$ cat config.mk
export PLATFORM = sky130hd
export DESIGN_NAME = addsub_share_ctrl
export DESIGN_NICKNAME = d
export VERILOG_FILES = /design/src/rtl/addsub_share_ctrl.sv
export SDC_FILE = /design/constraint.sdc
export NUM_CORES = 1
export LEC_CHECK = 0
export BUFFER_PORTS_ARGS = -buffer_cell sky130_fd_sc_hd__buf_2
export CAP_MARGIN = 30
export CORE_MARGIN = 2
export CORE_UTILIZATION = 35
export CTS_CLUSTER_DIAMETER = 60
export CTS_CLUSTER_SIZE = 30
export DETAILED_ROUTE_END_ITERATION = 16
export REMOVE_ABC_BUFFERS = 1
export SYNTH_ARGS = -nofsm -noshare
export SYNTH_HDL_FRONTEND = slang
export SYNTH_SLANG_ARGS = --single-unit
$ cat constraint.sdc
create_clock -name clk -period 2.1 [get_ports clk]
set_input_delay 0.42 -clock clk [delete_from_list [all_inputs] [get_ports clk]]
set_output_delay 0.42 -clock clk [all_outputs]
set_load 0.01 [all_outputs]
$ cat src/rtl/addsub_share_ctrl.sv
// addsub_share_ctrl
// -----------------
// Round-robin controller that time-shares one multi-cycle add/subtract unit
// among N requesters. The winner's operands are latched and held stable while
// the unit runs for RUN_CYCLES enabled cycles. The result is captured on the
// first u_ready in WAIT and returned with a one-cycle done pulse.
//
// Optional feature macro: ADDSUB_WATCHDOG_EN
//   When defined, WAIT gives up after TIMEOUT cycles without u_ready. It then
//   reports done with err=1 and result=0, and re-enters INIT to re-sync the unit.
//   When undefined, WAIT waits indefinitely and err is tied low.
//
// Ports
//   clk, rst        clock (rising edge), synchronous active-high reset
//   req[N]          per-requester request level
//   a_in, b_in      packed operands, slice i = requester i
//   mod_in[N]       per-requester op select (0 = A+B, 1 = A-B)
//   gnt[N]          one-hot grant, held from arbitration through the done cycle
//   done[N]         one-hot one-cycle completion pulse
//   result[W]       captured unit result, held until the next done
//   err             timeout flag, asserted with done (watchdog build only)
//   u_a, u_b, u_mod operands/op select driven to the unit
//   u_en, u_rst     unit enable / reset (u_rst acts only while u_en=1)
//   u_c, u_ready    unit result and ready level
//   dbg_state       current FSM state (INIT=0, IDLE=1, RUN=2, WAIT=3, DONE=4)
//
// Handshake: a request is a level. It is sampled only in IDLE. Once granted,
// the requester's operands have been captured, and req/a_in/b_in/mod_in are
// ignored until done[winner] pulses. A requester that keeps req high after its
// done pulse is treated as a new request.

module addsub_share_ctrl #(
  parameter int N          = 4,
  parameter int W          = 3,
  parameter int RUN_CYCLES = 4,
  parameter int TIMEOUT    = 8
) (
  input  logic           clk,
  input  logic           rst,
  input  logic [N-1:0]   req,
  input  logic [N*W-1:0] a_in,
  input  logic [N*W-1:0] b_in,
  input  logic [N-1:0]   mod_in,
  output logic [N-1:0]   gnt,
  output logic [N-1:0]   done,
  output logic [W-1:0]   result,
  output logic           err,
  output logic [W-1:0]   u_a,
  output logic [W-1:0]   u_b,
  output logic           u_mod,
  output logic           u_en,
  output logic           u_rst,
  input  logic [W-1:0]   u_c,
  input  logic           u_ready,
  output logic [2:0]     dbg_state
);

  localparam int PW = $clog2(N);
  localparam int CW = $clog2(RUN_CYCLES + 1);
  localparam int TW = $clog2(TIMEOUT + 1);

  if (N < 2 || N > 8 || W < 1 || RUN_CYCLES < 1 || TIMEOUT < 1) begin : g_param_check
    $error("addsub_share_ctrl: parameter out of range");
  end

  typedef enum logic [2:0] {
    S_INIT = 3'd0,
    S_IDLE = 3'd1,
    S_RUN  = 3'd2,
    S_WAIT = 3'd3,
    S_DONE = 3'd4
  } state_t;

  state_t          state_q, state_d;
  logic [PW-1:0]   ptr_q, ptr_d;
  logic [PW-1:0]   win_q, win_d;
  logic [W-1:0]    u_a_q, u_a_d;
  logic [W-1:0]    u_b_q, u_b_d;
  logic            u_mod_q, u_mod_d;
  logic [W-1:0]    result_q, result_d;
  logic [CW-1:0]   run_cnt_q, run_cnt_d;
`ifdef ADDSUB_WATCHDOG_EN
  logic            err_q, err_d;
  logic [TW-1:0]   wd_cnt_q, wd_cnt_d;
`endif

  logic            pick_valid;
  logic [PW-1:0]   pick_idx;
  logic [N-1:0]    win_oh;

  // Round-robin pick: first set req bit at or after ptr_q, wrapping mod N.
  always_comb begin
    pick_valid = 1'b0;
    pick_idx   = '0;
    for (int k = 0; k < N; k++) begin
      if (!pick_valid && req[(int'(ptr_q) + k) % N]) begin
        pick_valid = 1'b1;
        pick_idx   = PW'((int'(ptr_q) + k) % N);
      end
    end
  end

  assign win_oh = {{(N-1){1'b0}}, 1'b1} << win_q;

  // State register and datapath flops
  always_ff @(posedge clk) begin
    if (rst) begin
      state_q   <= S_INIT;
      ptr_q     <= '0;
      win_q     <= '0;
      u_a_q     <= '0;
      u_b_q     <= '0;
      u_mod_q   <= 1'b0;
      result_q  <= '0;
      run_cnt_q <= '0;
`ifdef ADDSUB_WATCHDOG_EN
      err_q     <= 1'b0;
      wd_cnt_q  <= '0;
`endif
    end else begin
      state_q   <= state_d;
      ptr_q     <= ptr_d;
      win_q     <= win_d;
      u_a_q     <= u_a_d;
      u_b_q     <= u_b_d;
      u_mod_q   <= u_mod_d;
      result_q  <= result_d;
      run_cnt_q <= run_cnt_d;
`ifdef ADDSUB_WATCHDOG_EN
      err_q     <= err_d;
      wd_cnt_q  <= wd_cnt_d;
`endif
    end
  end

  // Next-state and datapath update
  always_comb begin
    state_d   = state_q;
    ptr_d     = ptr_q;
    win_d     = win_q;
    u_a_d     = u_a_q;
    u_b_d     = u_b_q;
    u_mod_d   = u_mod_q;
    result_d  = result_q;
    run_cnt_d = run_cnt_q;
`ifdef ADDSUB_WATCHDOG_EN
    err_d     = err_q;
    wd_cnt_d  = wd_cnt_q;
`endif
    case (state_q)
      S_INIT: state_d = S_IDLE;
      S_IDLE: begin
        if (pick_valid) begin
          state_d   = S_RUN;
          win_d     = pick_idx;
          ptr_d     = (int'(pick_idx) == N - 1) ? '0 : pick_idx + PW'(1);
          u_a_d     = a_in[int'(pick_idx)*W +: W];
          u_b_d     = b_in[int'(pick_idx)*W +: W];
          u_mod_d   = mod_in[pick_idx];
          run_cnt_d = '0;
        end
      end
      S_RUN: begin
        if (run_cnt_q == CW'(RUN_CYCLES - 1)) begin
          state_d = S_WAIT;
`ifdef ADDSUB_WATCHDOG_EN
          wd_cnt_d = '0;
`endif
        end else begin
          run_cnt_d = run_cnt_q + CW'(1);
        end
      end
      S_WAIT: begin
        // Any ready left over from a previous op was cleared by the unit
        // during RUN, so the first ready seen here belongs to this op.
        if (u_ready) begin
          result_d = u_c;
          state_d  = S_DONE;
        end
`ifdef ADDSUB_WATCHDOG_EN
        else if (wd_cnt_q == TW'(TIMEOUT - 1)) begin
          result_d = '0;
          err_d    = 1'b1;
          state_d  = S_DONE;
        end else begin
          wd_cnt_d = wd_cnt_q + TW'(1);
        end
`endif
      end
      S_DONE: begin
`ifdef ADDSUB_WATCHDOG_EN
        // After a timeout, the unit's phase is unknown, so it is re-aligned via INIT.
        state_d = err_q ? S_INIT : S_IDLE;
        err_d   = 1'b0;
`else
        state_d = S_IDLE;
`endif
      end
      default: state_d = S_INIT;
    endcase
  end

  // Outputs decoded from state
  always_comb begin
    gnt   = '0;
    done  = '0;
    u_en  = 1'b0;
    u_rst = 1'b0;
    case (state_q)
      S_INIT: begin
        u_en  = 1'b1;
        u_rst = 1'b1;
      end
      S_RUN: begin
        u_en = 1'b1;
        gnt  = win_oh;
      end
      S_WAIT: gnt = win_oh;
      S_DONE: begin
        gnt  = win_oh;
        done = win_oh;
      end
      default: ;
    endcase
  end

  assign u_a       = u_a_q;
  assign u_b       = u_b_q;
  assign u_mod     = u_mod_q;
  assign result    = result_q;
  assign dbg_state = state_q;
`ifdef ADDSUB_WATCHDOG_EN
  assign err = err_q;
`else
  assign err = 1'b0;
`endif

endmodule

Yosys cells after proc, flatten, opt, wreduce, memory -nomap -nowiden:

Index checks and enable logic that the tools add are counted.

* register bits after elaboration: 20
* bits of input ports: 38
* bits in latches: 0
* RAM bits: 0
* ROM bits: 0
* memories: 0
* word-level logic and storage cells: 86

* magnitude comparators: 5
* bitwise operators: 3
* $mul: 1
* muxes and demuxes: 33
* eq/ne operators: 10
* reduce and logical (&&, ||, !) cells: 18
* div/mod/pow operators: 0
* shift operators: 3
* add/subtract/negate cells: 5

Operators by type and width (number)
* 12-bit by 32-bit indexed part select with 3-bit output: 1
* 3-bit two-way mux: 5
* 1-bit two-way mux: 14
* 3-bit by 4-bit < comparator with 1-bit output, second input constant: 3
* 3-bit one-hot mux with 4 select lines: 1
* 12-bit by 5-bit indexed part select with 3-bit output: 1
* 1-bit binary-select mux with 2-bit select: 5
* 2-bit two-way mux: 5
* 2-bit OR reduction: 5
* 3-bit by 2-bit == test with 1-bit output, second input constant: 3
* 4-bit two-way mux: 2
* 2-bit != test, second input constant: 4
* 2-bit by 3-bit < comparator with 1-bit output, second input constant: 2
* 3-bit one-hot mux with 2 select lines: 1
* 3-bit AND reduction: 2
* 2-bit by 1-bit adder with 2-bit output, second input constant: 2
* 2-bit adder, second input constant: 2
* 2-bit by 2-bit multiplier with 4-bit output, second input constant: 1
* 2-bit AND reduction: 2
* 1-bit by 2-bit << shifter with 4-bit output, first input constant: 1
* 3-bit by 1-bit adder with 3-bit output, second input constant: 1
* 1-bit AND, first input constant: 3
* 3-bit by 1-bit == test with 1-bit output, second input constant: 1
* 3-bit == test, second input constant: 1
* 6 further kinds: 10

Depth between registers and ports, before layout:

Gate-level depths: netlist of run 1.

* depth in word-level cells: 16
* depth in mapped cells: 7
* gate-level depth less buffers: 6

Least setup slack after synthesis of run 1:

OpenSTA, ideal clock, no wires.

* kind: register -> output
* start point: register state_q[0], in the netlist dbg_state[0]
* end point: output gnt[1]
* buffers on the path: 1
* stages on the path, launching flop included: 6
* data arrival time: 1.192 ns
* slack: 0.488 ns
* required time: 1.680 ns
* cells stage by stage: dfxtp_1 buf_2 nor2_1 nand2_1 and2_1 nor3b_1

* longest elaborated chain between the ends: 3
* elaborated cells between the ends (all ways): 5

Ends and longest elaborated chain
* from (decl): RTL line 74 `state_t state_q, state_d;`
* from (signal assigned): RTL line 121 `state_q <= state_d;`
* 3-bit by 2-bit == test with 1-bit output or 3-bit == test (tied branches): RTL line 209 `case (state_q)`
* 3-bit OR reduction (no line) *
* 4-bit two-way mux *: RTL line 209
* to (decl): RTL line 44 `output logic [N-1:0] gnt,`

Every way passes the cells marked *; elsewhere a longest branch is shown, timed or not.

Worst setup path after layout of run 1:

* start point: register ptr_q[0]
* end point: register u_b_q[1], in the netlist u_b[1]

* longest elaborated chain between the ends: 14
* elaborated cells between the ends (all ways): 31

Ends and longest elaborated chain
* from (decl): RTL line 75 `logic [PW-1:0] ptr_q, ptr_d;`
* from (signal assigned): RTL line 122 `ptr_q <= ptr_d;`
* 2-bit by 1-bit adder with 2-bit output or 1-bit binary-select mux with 2-bit select (tied branches): RTL line 96, 98
* 1-bit binary-select mux with 2-bit select or 1-bit two-way mux (tied branches): RTL line 96 `if (!pick_valid && req[(int'(ptr_q) + k) % N]) begin`
* 1-bit two-way mux (implied by the code): RTL line 96
* 1-bit two-way mux (implied by the code) or 1-bit zero test (tied branches): RTL line 96
* 1-bit logical AND: RTL line 96
* 1-bit two-way mux: RTL line 96
* 1-bit zero test: RTL line 96
* 1-bit logical AND: RTL line 96
* 1-bit two-way mux: RTL line 96
* 1-bit zero test: RTL line 96
* 1-bit logical AND: RTL line 96
* 2-bit two-way mux: RTL line 96
* 2-bit by 2-bit multiplier with 4-bit output: RTL line 158 `u_b_d = b_in[int'(pick_idx)*W +: W];`
* 12-bit by 5-bit indexed part select with 3-bit output: RTL line 158
* to (signal assigned): RTL line 125 `u_b_q <= u_b_d;`
* to (decl): RTL line 78 `logic [W-1:0] u_b_q, u_b_d;`

Several ways; a longest one is shown, not always the timed one. The select of a mux whose other input is x is not followed.
A chain may end at the register's enable or synchronous reset.

==> results.txt, run 1 <==
CTS tree: done
Storage cell area: 403 um^2
CP endpoint: u_b[1]$_SDFFE_PP0P_
Top cell family by delay on the critical path: compound AO/OA/AOI/OAI gates
Synth cell types: 34
Area leader, netlist: dfxtp_1
Peak VDD IR: 0.000279 V
Die height: 62.5 um
Critical R2R Capture: u_b[1]$_SDFFE_PP0P_
IO Port Bufs: 60
Final Non-Filler Cells: 237
Final WL: 2920 um
P&R area growth vs syn: 29.2%
Largest fanout on the critical path: 15
Hold Path Class: in2reg
YS warnings: 0
Reg2reg start: ptr_q[0]$_SDFFE_PP0P_
H-tree depth: 1
Seq/Total Area, Yosys: 33.4%
Pwr dens: 680 nW/um^2
CP startpoint kind: register
Layout cells sized above 1: 37.7%
Antenna violations before repair: 0
Via count of the first global-routing pass: 1,164
Stages on worst setup path: 5
Clk_lat worst skew: 0.30 ns
Clock Root Buffer: clkbuf_4
DR DRC count: 0
Die Span X: 62.5 um
Buf+Inv Stages, Crit Path: 0
Slew headroom: 43.0%
Die Area: 3910 um^2
Setup crit start: ptr_q[0]$_SDFFE_PP0P_
Synth top area share: 33.4%
CP Capture Type: register
Final HPWL DP: 2230 um
Remaining antenna violation count: 0
Core area: 3310 um^2
Largest net degree at the start of global routing: 22
Fin crit share: 91.9%
Starting DRT DRC Count: 46
Synth Cell Area: 1200 um^2
Cts hold-fix bufs: 0
Vias: 1,188
Critical Path Slowest Stage Cell: o32a_1
Vias per cell: 5.01
Number of setup violations in the final report: 0
Sum Neg Setup Slack: 0 ns
Leakage: 0.731 nW
Inserted Diodes: 0
Final Wtd Congestion: 0.709
Pre-Repair DR Iteration Count: 4
Area of the multi-input gates: 717 um^2
Filler instances: 339
CP max stage delay: 0.70 ns
Least-Margin Pin Slew: 0.854 ns
Boundary Pins: 62
Grt ovf: 0
Max Buffers Root-to-Sink: 2
Wire per inst: 12.3 um
Placed Area: 1490 um^2
Total clock buffers created by CTS: 3
Rows: 21
TritonCTS Sinks: 20
Fin crit period: 1.93 ns
Cell area after layout: 1550 um^2
Pins over their slew limit: 0
Clock Skew: 0.00389 ns
Area contributors post-synth: dfxtp_1, mux2i_1, o221ai_1, nor2_1, nand3b_1
Outcome: complete, no violations
Worst-path clk slew: 0.12 ns
Global-route usage over all layers: 14.9%
Final #Nets: 232
CP cell instances: nand2b_1, and2b_4, o32a_1, mux2i_1, o221ai_1
Worst reg-to-reg setup slack: 0.17 ns
Syn_area_per_cell: 8.88 um^2
Synthesized instance count: 135
Post-synthesis register bit count: 20
FF-to-FF path depth: 5
First-pass GRT wire length: 4860 um
Crit path DAT: 2.11 ns
Max Fclk: 518 MHz
Endpoints failing hold: 0
RSZ-0062 raised after global routing: false
Initial core utilization: 36.2%
Placed cells: 233
Crit path kind: reg2reg
Max-capacitance violation count: 0
Worst endpoint required time: 2.28 ns
registers in the layout, indices dropped and copies added, names as in the netlist:
register,count
dbg_state,3
ptr_q,2
result,3
run_cnt_q,3
u_a,3
u_b,3
u_mod,1
win_q,2
per-stage QoR:
step	hold WS [ns]	utilization, %	setup WS (ns)	power [mW]
2_1_floorplan	0.445	-	0.332	0.631
3_3_place_gp	0.461	45.1	0.0270	0.738
3_5_place_dp	0.482	45.1	-0.0712	0.747
4_1_cts	0.344	46.7	0.0892	1.06
5_1_grt	0.350	46.8	0.0409	1.11
6_report	0.351	46.8	0.169	1.05
cell families after synthesis:
| logic type | Yosys count | synth area share (%) |
|---|---|---|
| AOI/OAI and AO/OA | 22 | 13.0 |
| buffers and inverters | 12 | 6.78 |
| muxes | 19 | 15.9 |
| DFF | 20 | 33.4 |
| other | 1 | 0.313 |
| and+or+nand+nor | 59 | 28.5 |
| adders and majority gates | 2 | 2.09 |
what timing repair did:
| item | in CTS | in global routing |
|---|---|---|
| endpoints found under the setup margin | 0 | 2 |
| setup buffers | 0 | 0 |
| resized for setup | 0 | 2 |
power breakdown:
group | internal (mW) | switching, mW
clock network | 0.193 | 0.122
registers | 0.415 | 0.0355
logic | 0.140 | 0.148
total | 0.748 | 0.305
worst reg2reg max path, cell delays in order (launching register included):
cell and delay [ns]:
dfxtp_1 0.37, nand2b_1 0.15, and2b_4 0.15, o32a_1 0.70
mux2i_1 0.31, o221ai_1 0.14
Yosys cell counts (all sizes together):
master	count
o22ai	1
inv	3
buf	5
dfxtp	20
nand4b	1
conb	1
nand3	3
or4	1
clkbuf	4
nand2	7
nor3	5
a31oi	1
nor3b	4
a211oi	1
a21oi	6
nor2	17
o221ai	8
ha	2
and2b	2
nor2b	2
nand2b	4
and2	2
o21ai	3
mux2i	19
or3	1
or2	2
nand3b	8
o32a	1
o221a	1
placed cells by master (no fill, tap or decap), types with 2 or more instances in the layout:
master	synthesis	routed
a21oi_1	6	6
and2_1	2	2
buf_2	1	60
clkbuf_4	0	3
dfxtp_1	20	18
dfxtp_2	0	2
ha_1	2	2
inv_1	3	3
mux2i_1	19	19
nand2_1	7	7
nand2b_1	4	4
nand3_1	3	3
nand3b_1	8	8
nor2_1	17	17
nor2b_1	2	2
nor3_1	5	5
nor3b_1	4	4
o21ai_0	3	3
o221ai_1	8	8
routing by layer:
metal	global-route usage, %	vias to the layer above	wire [um]
met5	0	-	0
met4	5.00	0	18
met1	18.0	534	1370
met2	25.5	51	1310
met3	3.96	2	218
li1	-	601	-
how the worst min path moves through the flow:
| stage | startpoint | to | slack (ns) | cells after the start |
|---|---|---|---|---|
| CTS | u_c[2] | result[2]$_SDFFE_PP0P_ | 0.34 | 3 |
| floorplan | run_cnt_q[1]$_SDFFE_PP0P_ | run_cnt_q[1]$_SDFFE_PP0P_ | 0.45 | 2 |
| finish | u_c[2] | result[2]$_SDFFE_PP0P_ | 0.35 | 3 |
| detailed placement | run_cnt_q[0]$_SDFFE_PP0P_ | run_cnt_q[0]$_SDFFE_PP0P_ | 0.48 | 2 |
| global placement | run_cnt_q[1]$_SDFFE_PP0P_ | run_cnt_q[1]$_SDFFE_PP0P_ | 0.46 | 2 |
| global route | u_c[0] | result[0]$_SDFFE_PP0P_ | 0.35 | 3 |
final cells by class:
| type | instances | share of cell area [%] |
|---|---|---|
| clock buffers | 3 | 1.45 |
| clock inverters | 1 | 1.94 |
| inverters | 3 | 0.727 |
| multi-input cells | 103 | 46.3 |
| flip-flops and latches | 20 | 26.0 |
| well taps | 46 | 3.72 |
| repair buffers | 61 | 19.9 |
No activity file was read; power rests on OpenSTA's default activity.
==> run 2, diff against run 1 <==
--- a/config.mk
+++ b/config.mk
@@ -5,13 +5,17 @@
 export SDC_FILE = /design/constraint.sdc
 export NUM_CORES = 1
 export LEC_CHECK = 0
+export ABC_AREA = 1
 export BUFFER_PORTS_ARGS = -buffer_cell sky130_fd_sc_hd__buf_2
 export CAP_MARGIN = 30
+export CELL_PAD_IN_SITES_DETAIL_PLACEMENT = 1
+export CELL_PAD_IN_SITES_GLOBAL_PLACEMENT = 1
 export CORE_MARGIN = 2
-export CORE_UTILIZATION = 35
+export CORE_UTILIZATION = 32
 export CTS_CLUSTER_DIAMETER = 60
 export CTS_CLUSTER_SIZE = 30
 export DETAILED_ROUTE_END_ITERATION = 16
+export PLACE_DENSITY_LB_ADDON = 0.1
 export REMOVE_ABC_BUFFERS = 1
 export SYNTH_ARGS = -nofsm -noshare
 export SYNTH_HDL_FRONTEND = slang
==> results.txt, run 2 <==
Max Buffers Root-to-Sink: 2
Most numerous cell in the Yosys netlist: nand2_1
Starting DRT DRC Count: 25
Hold Path Class: in2reg
Complex-gate fraction of the synthesized area: 7.24%
Pint: 1.51 mW
YS warnings: 0
Grt ovf: 0
CTS tree: done
Die height: 75.6 um
Crit path kind: reg2reg
Placed Area: 2020 um^2
Layout cells sized above 1: 27.9%
Commonest non-fill, non-tap cell in the layout: nand2_1
Top cells by count, synth: nand2_1, inv_1, nand3_1, nor2_1, dfxtp_1
RSZ-0062 raised after global routing: true
Final #Nets: 378
P&R area growth vs syn: 27.6%
Post-Synth XOR/XNOR Area: 0%
Die Area: 5720 um^2
Most frequent cells in the layout: nand2_1, buf_2, inv_1
Area leader, netlist: dfxtp_1
TritonCTS Sinks: 20
IO Port Bufs: 60
Pwr dens: 1500 nW/um^2
Sequential Power Share: 19.2%
Largest fanout on the critical path: 10
Leakage: 1.21 nW
Remaining antenna violation count: 0
Synth Area in Simple Gates: 48.7%
Final Wtd Congestion: 0.832
Post-synthesis register bit count: 20
Fin crit share: 92.5%
Cts hold-fix bufs: 0
Clock Root Buffer: clkbuf_8
Share of synthesized registers carrying an async set or reset: 0%
Max-capacitance violation count: 0
Vias: 1,853
Area contributors post-synth: dfxtp_1, nand2_1, inv_1, nand3_1, nor2_1
Vias per cell: 4.55
Cell area after layout: 2090 um^2
Crit path DAT: 2.11 ns
Worst Hold End: result[1]$_SDFFE_PP0P_
Clock power share: 12.5%
DR DRC count: 0
H-tree depth: 1
FF-to-FF path depth: 14
Filler instances: 729
Syn_area_per_cell: 5.97 um^2
Peak VDD IR: 0.000397 V
Ys flop type: dfxtp_1
Post-synthesis mux area share: 0%
Core area: 5040 um^2
Main combinational cell family by area after synthesis: simple AND/OR/NAND/NOR gates
Worst Hold Path Cells: 3
Endpoints failing hold: 0
Rows: 26
Post-CTS Setup Inserts: 0
Fin crit period: 1.94 ns
Clock Skew: 0.00156 ns
Worst endpoint required time: 2.27 ns
Total clock buffers created by CTS: 3
Synth top area share: 24.4%
Sum Neg Setup Slack: 0 ns
Worst-path clk slew: 0.08 ns
Synth Cell Area: 1640 um^2
Cts repair resizes: 0
Adder-cell area share of the yosys netlist: 1.52%
Pins over their slew limit: 0
Pre-Repair DR Iteration Count: 4
Gate power share: 68.3%
Synth cell types: 29
Seq/Total Area, Yosys: 24.4%
CP startpoint kind: register
Die Span X: 75.6 um
First-pass GRT wire length: 7960 um
Wire per inst: 11.7 um
Final WL: 4750 um
Largest net degree at the start of global routing: 19
Initial core utilization: 32.6%
Final HPWL DP: 3780 um
Max Fclk: 515 MHz
Switch Pwr: 1.64 mW
Boundary Pins: 62
Hold path startpoint: u_c[1]
Reg2reg start: ptr_q[0]$_SDFFE_PP0P_
Worst reg-to-reg setup slack: 0.16 ns
Via count of the first global-routing pass: 1,785
Outcome: complete, no violations
Number of setup violations in the final report: 0
Post-synth EDFFs: 0
Inserted Diodes: 0
CP Capture Type: register
Critical R2R Capture: u_b[1]$_SDFFE_PP0P_
Antenna violations before repair: 0
Clk_lat worst skew: 0.26 ns
Switch share: 52.1%
Synthesized instance count: 275
Global-route usage over all layers: 17.9%
-- run 2: cell types whose count changed after synthesis, moves of 8 or more --
cell | previous run | this run
o221ai_1 | 8 | 0
nand2_2 | 0 | 9
nand2_1 | 7 | 63
inv_1 | 3 | 56
nand3_1 | 3 | 29
mux2i_1 | 19 | 0
nand3b_1 | 8 | 0
nor2_1 | 17 | 27
nand4_1 | 0 | 16
-- run 2: cell families (layout without fill, tap and decap cells) --
logic type | Yosys count | count (layout)
other cells | 1 | 1
fa+ha+maj | 2 | 2
simple gates | 162 | 162
compound gates | 21 | 21
buf+inv | 69 | 131
flops | 20 | 20
-- run 2: per-stage QoR --
stage	hold slack, ns	worst slack, ns	utilization [%]	instances	total power [mW]
2_1_floorplan	0.464	0.307	-	266	2.10
3_3_place_gp	0.448	0.213	40.0	403	2.71
3_5_place_dp	0.458	0.179	40.0	403	2.76
4_1_cts	0.418	0.154	41.4	407	3.17
5_1_grt	0.428	-0.00767	41.5	407	3.50
6_report	0.421	0.157	41.5	407	3.14
-- run 2: worst max path at each step --
stage                                from                    end  slack [ns]
floorplan           ptr_q[0]$_SDFFE_PP0P_  ptr_q[1]$_SDFFE_PP0P_        0.31
global placement                   req[3]  ptr_q[1]$_SDFFE_PP0P_        0.21
detailed placement  ptr_q[0]$_SDFFE_PP0P_  ptr_q[1]$_SDFFE_PP0P_        0.18
CTS                 ptr_q[0]$_SDFFE_PP0P_  ptr_q[1]$_SDFFE_PP0P_        0.15
global route        ptr_q[1]$_SDFFE_PP0P_  ptr_q[1]$_SDFFE_PP0P_      -0.008
finish              ptr_q[0]$_SDFFE_PP0P_    u_b[1]$_SDFFE_PP0P_        0.16
-- run 2: cell type report --
cell class,instances,area (um^2),area share [%]
well taps,70,87.6,4.18
clock buffers,3,41.3,1.97
repair buffers,67,353,16.8
clock inverters,1,30.0,1.43
flip-flops and latches,20,400,19.1
inverters,60,230,11.0
multi-input cells,186,952,45.5
-- run 2: layer usage --
metal	part of all wire [%]	vias up	global-route usage, %
met5	0	-	0
met4	1.2	0	4.48
met3	3.5	7	2.38
met2	46	41	29.8
met1	49	821	24.5
li1	-	984	-
-- run 2: power by group through the flow --
stage	Sequential, mW	Clock, mW	Combinational [mW]
floorplan	0.641	0	1.46
global placement	0.611	0	2.10
detailed placement	0.615	0	2.14
CTS	0.607	0.404	2.15
global route	0.627	0.414	2.46
finish	0.605	0.391	2.15
-- run 2: worst max-delay path, cell delays in order, from the launching register on --
cell     delay [ns]
dfxtp_1        0.35
buf_4          0.17
inv_6          0.09
nand2_1        0.07
nand2_2        0.11
nand2_1        0.07
nand2_1        0.08
nand2_1        0.09
nand3_2        0.18
buf_4          0.20
nand4_1        0.11
nand3_1        0.10
nand3_1        0.10
nand2_1        0.09
inv_1          0.04
==> run 3, diff against run 2 <==
--- a/config.mk
+++ b/config.mk
@@ -10,6 +10,7 @@
 export CAP_MARGIN = 30
 export CELL_PAD_IN_SITES_DETAIL_PLACEMENT = 1
 export CELL_PAD_IN_SITES_GLOBAL_PLACEMENT = 1
+export CORE_ASPECT_RATIO = 1.4
 export CORE_MARGIN = 2
 export CORE_UTILIZATION = 32
 export CTS_CLUSTER_DIAMETER = 60
==> results.txt, run 3 (synthesized netlist as in run 2, its figures left out) <==
Storage cell area: 402 um^2
Number of setup violations in the final report: 0
Setup crit start: ptr_q[0]$_SDFFE_PP0P_
Crit path kind: reg2reg
CP Capture Type: register
Antenna violations before repair: 0
Core area: 4880 um^2
Via count of the first global-routing pass: 1,834
Final #Nets: 376
Final Non-Filler Cells: 399
IO Port Bufs: 60
Max-capacitance violation count: 0
Initial core utilization: 33.6%
Wire per inst: 11.8 um
Die Area: 5730 um^2
Clock Root Buffer: clkbuf_8
Area of the multi-input gates: 947 um^2
Layout cells sized above 1: 27.8%
Post-CTS Setup Inserts: 0
Pwr dens: 1490 nW/um^2
Global-route usage over all layers: 17.3%
Largest net degree at the start of global routing: 19
First-pass GRT wire length: 8020 um
CP startpoint kind: register
Endpoints failing hold: 0
Die height: 88.7 um
Final HPWL DP: 3750 um
Final Wtd Congestion: 0.840
CTS tree: done
Rows: 30
CP endpoint: ptr_q[1]$_SDFFE_PP0P_
Cts hold-fix bufs: 0
Worst endpoint required time: 2.29 ns
Fin crit share: 89.3%
Grt ovf: 0
Die Span X: 64.5 um
Cell area after layout: 2080 um^2
Max Buffers Root-to-Sink: 2
Critical R2R Capture: ptr_q[1]$_SDFFE_PP0P_
Vias per cell: 4.72
Commonest non-fill, non-tap cell in the layout: nand2_1
Hold Path Class: in2reg
H-tree depth: 1
Worst reg-to-reg setup slack: 0.22 ns
Starting DRT DRC Count: 59
Leakage: 1.20 nW
Placed cells: 395
Placed Area: 2000 um^2
Util after Layout: 42.6%
Pre-Repair DR Iteration Count: 4
Pins over their slew limit: 0
FF-to-FF path depth: 15
Most frequent cells in the layout: nand2_1, buf_2, inv_1
Max Fclk: 533 MHz
P&R area growth vs syn: 26.5%
Clk_lat worst skew: 0.26 ns
Remaining antenna violation count: 0
Largest fanout on the critical path: 15
TritonCTS Sinks: 20
DR DRC count: 0
Peak VDD IR: 0.000432 V
Clock Skew: 0.00267 ns
Outcome: complete, no violations
Final WL: 4690 um
Filler instances: 715
Worst-path clk slew: 0.08 ns
Crit path DAT: 2.07 ns
Fin crit period: 1.88 ns
Vias: 1,882
Inserted Diodes: 0
Boundary Pins: 62
Total clock buffers created by CTS: 3
Reg2reg start: ptr_q[0]$_SDFFE_PP0P_
run 3: cell count changes in the layout (fill, tap and decap cells not counted), sizes merged:
cell  change
buf       -2
run 3: cell type report:
cell class	instances	area share (%)
multi-input combinational	186	45.6
sequential	20	19.3
timing repair buffer	65	16.4
inverter	60	11.3
tap	64	3.86
clock buffer	3	1.99
clock inverter	1	1.45
run 3: stage by stage:
stage                     power [mW]  hold WS (ns)  setup TNS, ns  worst slack (ns)
after floorplan                 2.10         0.464              0             0.307
after global placement          2.65         0.449              0             0.231
after detailed placement        2.69         0.458              0             0.182
after CTS                       3.09         0.418              0             0.147
after global routing            3.44         0.416       -0.00436          -0.00436
final                           3.09         0.425              0             0.224
run 3: worst min path at each step:
stage	startpoint	end	slack (ns)	cells after the start
3_3_place_gp	result[2]$_SDFFE_PP0P_	result[2]$_SDFFE_PP0P_	0.45	2
5_1_grt	u_c[2]	result[2]$_SDFFE_PP0P_	0.42	3
2_1_floorplan	run_cnt_q[2]$_SDFFE_PP0P_	run_cnt_q[2]$_SDFFE_PP0P_	0.46	2
4_1_cts	u_c[2]	result[2]$_SDFFE_PP0P_	0.42	3
3_5_place_dp	result[0]$_SDFFE_PP0P_	result[0]$_SDFFE_PP0P_	0.46	2
6_report	u_c[0]	result[0]$_SDFFE_PP0P_	0.43	3
run 3: routing by layer:
| layer | vias to the layer above | track usage, % | wire [um] |
|---|---|---|---|
| met4 | 0 | 4.64 | 39 |
| li1 | 980 | - | - |
| met1 | 843 | 21.2 | 2060 |
| met5 | - | 0 | 0 |
| met3 | 4 | 1.78 | 208 |
| met2 | 55 | 32.1 | 2380 |
run 3: power breakdown:
group | total (mW) | internal, mW | switching (mW) | leakage (nW)
logic | 2.10 | 0.725 | 1.37 | 1.00
registers | 0.605 | 0.504 | 0.101 | 0.164
clock network | 0.389 | 0.254 | 0.134 | 0.0357
total | 3.09 | 1.48 | 1.61 | 1.20
run 3: repair_timing:
item                                    4_1_cts  5_1_grt
resized for setup                             0        5
hold endpoints to repair                      0        0
endpoints found under the setup margin        0        3
run 3: worst max-delay path, cell delays in order (launching register included):
cell and delay, ns:
dfxtp_1 0.38, buf_4 0.20, inv_6 0.07, nand2_1 0.06, nand2_1 0.10, nand2_1 0.09
nand2_1 0.05, nand2_1 0.08, nand2_1 0.07, nand2_2 0.10, nand3_4 0.17, nor2_2 0.18
nand2_1 0.07, o21ai_1 0.09, nor2_1 0.06, nor2_1 0.07
